===== src/rtl/first_nios2_system_sysid_checker_pkg.sv =====
// Shared types and constants for the sysid checker.
// Holds the FSM state encoding, the sysid word addresses and the result flag bundle.
package first_nios2_system_sysid_checker_pkg;

    localparam int unsigned DATA_W = 32;
    localparam int unsigned CNT_W  = 16;

    // Word addresses inside the sysid control_slave
    localparam logic ADDR_ID = 1'b0;
    localparam logic ADDR_TS = 1'b1;

    typedef enum logic [2:0] {
        ST_IDLE  = 3'd0,
        ST_RD_ID = 3'd1,
        ST_RD_TS = 3'd2,
        ST_CMP   = 3'd3,
        ST_DONE  = 3'd4
    } state_e;

    // Sticky result flags reported for the last sequence
    typedef struct packed {
        logic pass;
        logic id_ok;
        logic ts_ok;
        logic timeout;
    } flags_t;

endpackage


===== src/rtl/first_nios2_system_sysid_checker_wdog.sv =====
// Saturating waitrequest counter for one Avalon read.
//   clock, reset : system clock, async active-high reset
//   stall        : read pending and slave stalling this cycle
//   clr          : read accepted this cycle
//   expired_c    : combinational; this stall cycle is the LIMIT-th in a row
module first_nios2_system_sysid_checker_wdog
    import first_nios2_system_sysid_checker_pkg::*;
#(
    parameter int unsigned LIMIT = 255
) (
    input  logic clock,
    input  logic reset,
    input  logic stall,
    input  logic clr,
    output logic expired_c
);

    localparam logic [CNT_W-1:0] CNT_MAX   = {CNT_W{1'b1}};
    localparam logic [CNT_W-1:0] CNT_LIMIT = CNT_W'(LIMIT - 1);

    logic [CNT_W-1:0] count_q;
    logic [CNT_W-1:0] count_d;

    // Expiry is flagged on the stall cycle that would bring the count to LIMIT,
    // so the read strobe is high for exactly LIMIT stalled cycles.
    assign expired_c = stall && (count_q >= CNT_LIMIT);

    // Count stalls, saturate at max, restart on accept or abort
    always_comb begin
        count_d = count_q;
        if (clr || expired_c) begin
            count_d = '0;
        end else if (stall && (count_q != CNT_MAX)) begin
            count_d = count_q + CNT_W'(1);
        end
    end

    always_ff @(posedge clock or posedge reset) begin
        if (reset) begin
            count_q <= '0;
        end else begin
            count_q <= count_d;
        end
    end

endmodule


===== config.mk =====
export PLATFORM = sky130hd
export DESIGN_NAME = first_nios2_system_sysid_checker_wdog
export DESIGN_NICKNAME = d
export VERILOG_FILES = /design/src/rtl/first_nios2_system_sysid_checker_pkg.sv /design/src/rtl/first_nios2_system_sysid_checker_wdog.sv
export SDC_FILE = /design/constraint.sdc
export NUM_CORES = 1
export LEC_CHECK = 0
export CAP_MARGIN = 20
export CORE_MARGIN = 2
export CORE_UTILIZATION = 40
export CTS_CLUSTER_SIZE = 20
export DETAILED_ROUTE_END_ITERATION = 10
export GPL_TIMING_DRIVEN = 1
export PLACE_DENSITY = 0.67
export SYNTH_ARGS = -nofsm -noshare
export SYNTH_HDL_FRONTEND = slang
export SYNTH_SLANG_ARGS = --single-unit

===== constraint.sdc =====
create_clock -name clock -period 2.66 [get_ports clock]
set_input_delay 0.665 -clock clock [delete_from_list [all_inputs] [get_ports clock]]
set_output_delay 0.665 -clock clock [all_outputs]
set_load 0.01 [all_outputs]

==> out/metrics.yaml <==
run_status: "complete, no violations"
netlist_instances: 89
syn_area_sq_um: 828
rows: 16
rsz0062_at_grt: "no"
vias: 714
clockRootBuffer: "clkbuf_4"
grt.overflow.total: 0
drv_slew: 0
hold_viol_final: 0
vias_per_cell: 5.71
power.density_mw_per_mm2: 453
hp-class: "reg -> reg"
antenna_found_initial: 0
start_kind: "register"
vdd_ir_drop_max_mv: 0.220
postCtsHoldBufs: 0
slew_headroom: 0.595
worst_pin_slew_ns: 0.607
ys_ff_latch: 16
boundaryPins: 5
diodes: 0
largest-register: "count_q"
crit_type: "reg -> out"
layout_common_cells: "dfrtp_1 (16), nor2_1 (12), a21oi_1 (7)"
finalCritPeriodShare: 0.843
multi_input_area_sq_um: 400
place_area_sq_um: 905
finalNetCount: 105
clk_pin_slew_ns: 0.09
h-tree-depth: 1
grt_max_degree: 17
power_leakage_nw: 0.433
die_area_sq_mm: 0.00245
dp.final_hpwl_microns: 1190
yosysSeqAreaShare: 0.483
nFillCells: 190
dr.pass1.iters: 4
grt_pass1_vias: 658
io_buffers: 4
netlist-cell-type-count: 27
drtIter0Drc: 40
synth-main-ff-cell: "dfrtp_1"
syn_to_final_growth_pct: 15.7
cts.path.max_buffers: 2
cts_tree: "built"
seq_area_sq_um: 400
worstSkewPairLatency_ns: 0.28
synth_edf_count: 0
core_sq_mm: 0.00196
yosys_warnings: 0
fp.dieW_microns: 49.5
arrival_ns: 1.58
postRouteAntennaNets: 0
final_util: 0.489
critPathRequiredTime_ns: 2.00
finalInstanceArea_sq_um: 958
crit_path_end_kind: "primary output"
layout-drive-gt1-share: 0.102
final.setup.tns_ns: 0
grt_pass1_wl_microns: 2780
gp_congestion: 0.794
reg_top3: "count_q x16"
wl_microns: 1650
maxCapViolCount: 0
fmax_ghz: 0.446
setup_violations: 0
grtUsageTotal: 0.150
largest_reg_flops: 16
min_period_ns: 2.24
cts_made_buffers: 3
layout_commonest_cell: "dfrtp_1"
avgSynthCellArea_sq_um: 9.31
synthArstFlopShare: 1.00
path_max_fanout: 6
cts_sinks: 16
route.detailed.drc: 0
routedWlPerCell_microns: 13.2
synth_nets: 95
die_y_microns: 49.5
start_util: 0.422
fin_worst_skew_ns: 0.000737
==> layout make-up <==
cell class,instances,share of cell area
clock buffers,4,0.0379
inverters,4,0.0157
multi-input cells,66,0.418
flip-flops and latches,16,0.418
well taps,27,0.0352
repair buffers,8,0.0757
==> per-layer routing <==
| layer | wire length [microns] | vias to the layer above | global-route usage | share of wire |
|---|---|---|---|---|
| met3 | 59 | 5 | 0.0303 | 0.036 |
| met4 | 34 | 0 | 0.0694 | 0.021 |
| met5 | 0 | - | 0 | 0 |
| li1 | - | 360 | - | - |
| met2 | 765 | 19 | 0.255 | 0.46 |
| met1 | 788 | 330 | 0.183 | 0.48 |
==> synth_stat cells, drive strengths merged, types with 3 or more instances <==
| master | n | area (sq um) |
|---|---|---|
| or3 | 3 | 18.8 |
| nand2 | 3 | 11.3 |
| nand4 | 6 | 43.8 |
| nor4 | 3 | 18.8 |
| and3 | 3 | 18.8 |
| dfrtp | 16 | 400 |
| inv | 4 | 15.0 |
| o21ai | 3 | 15.0 |
| a21oi | 8 | 43.8 |
| nand3 | 3 | 15.0 |
| nor2 | 12 | 45.0 |
| a31oi | 6 | 37.5 |
==> metrics by stage <==
stage,power [mW],setup WS (ns),cells,hold slack [ns]
after global routing,0.455,0.312,125,0.572
after global placement,0.278,0.225,119,0.511
after CTS,0.440,0.0385,123,0.538
after floorplan,0.269,0.872,89,0.481
final,0.435,0.417,125,0.527
after detailed placement,0.279,0.218,119,0.517
==> what timing repair did <==
| item | 4_1_cts | 5_1_grt |
|---|---|---|
| resized for setup | 0 | 1 |
| hold endpoints to repair | 0 | 0 |
| buffers inserted | 0 | 2 |
| endpoints found under the setup margin | 0 | 1 |
==> worst paths after layout <==
kind                             startpoint          end  slack (ns)  cells past startpoint
worst max-delay path            count_q[12]    expired_c        0.42                      4
worst min-delay path             count_q[7]   count_q[7]        0.53                      2
worst max register to register   count_q[0]   count_q[9]        0.80                      6
worst min register to register   count_q[7]   count_q[7]        0.53                      2
max in group asynchronous             reset  count_q[10]        1.53                      2
min in group asynchronous             reset   count_q[7]        0.74                      2
==> power by group <==
| part | leakage [nW] | switching (mW) | internal, mW |
|---|---|---|---|
| clock network | 0.0210 | 0.0749 | 0.0834 |
| logic | 0.190 | 0.0156 | 0.0117 |
| registers | 0.222 | 0.00336 | 0.246 |
==> worst max-delay path: stages (launching register included) <==
cell            delay (ns)
dfrtp_1               0.43
nor4_1                0.36
o211ai_1              0.16
and2_1                0.18
dlymetal6s2s_1        0.16
==> cell families after synthesis <==
group | share of synthesized area
buf+inv | 0.0332
compound gates | 0.204
flops | 0.483
fa+ha+maj | 0.0302
simple gates | 0.249
Note: power is estimated with default switching activity, not from simulation.
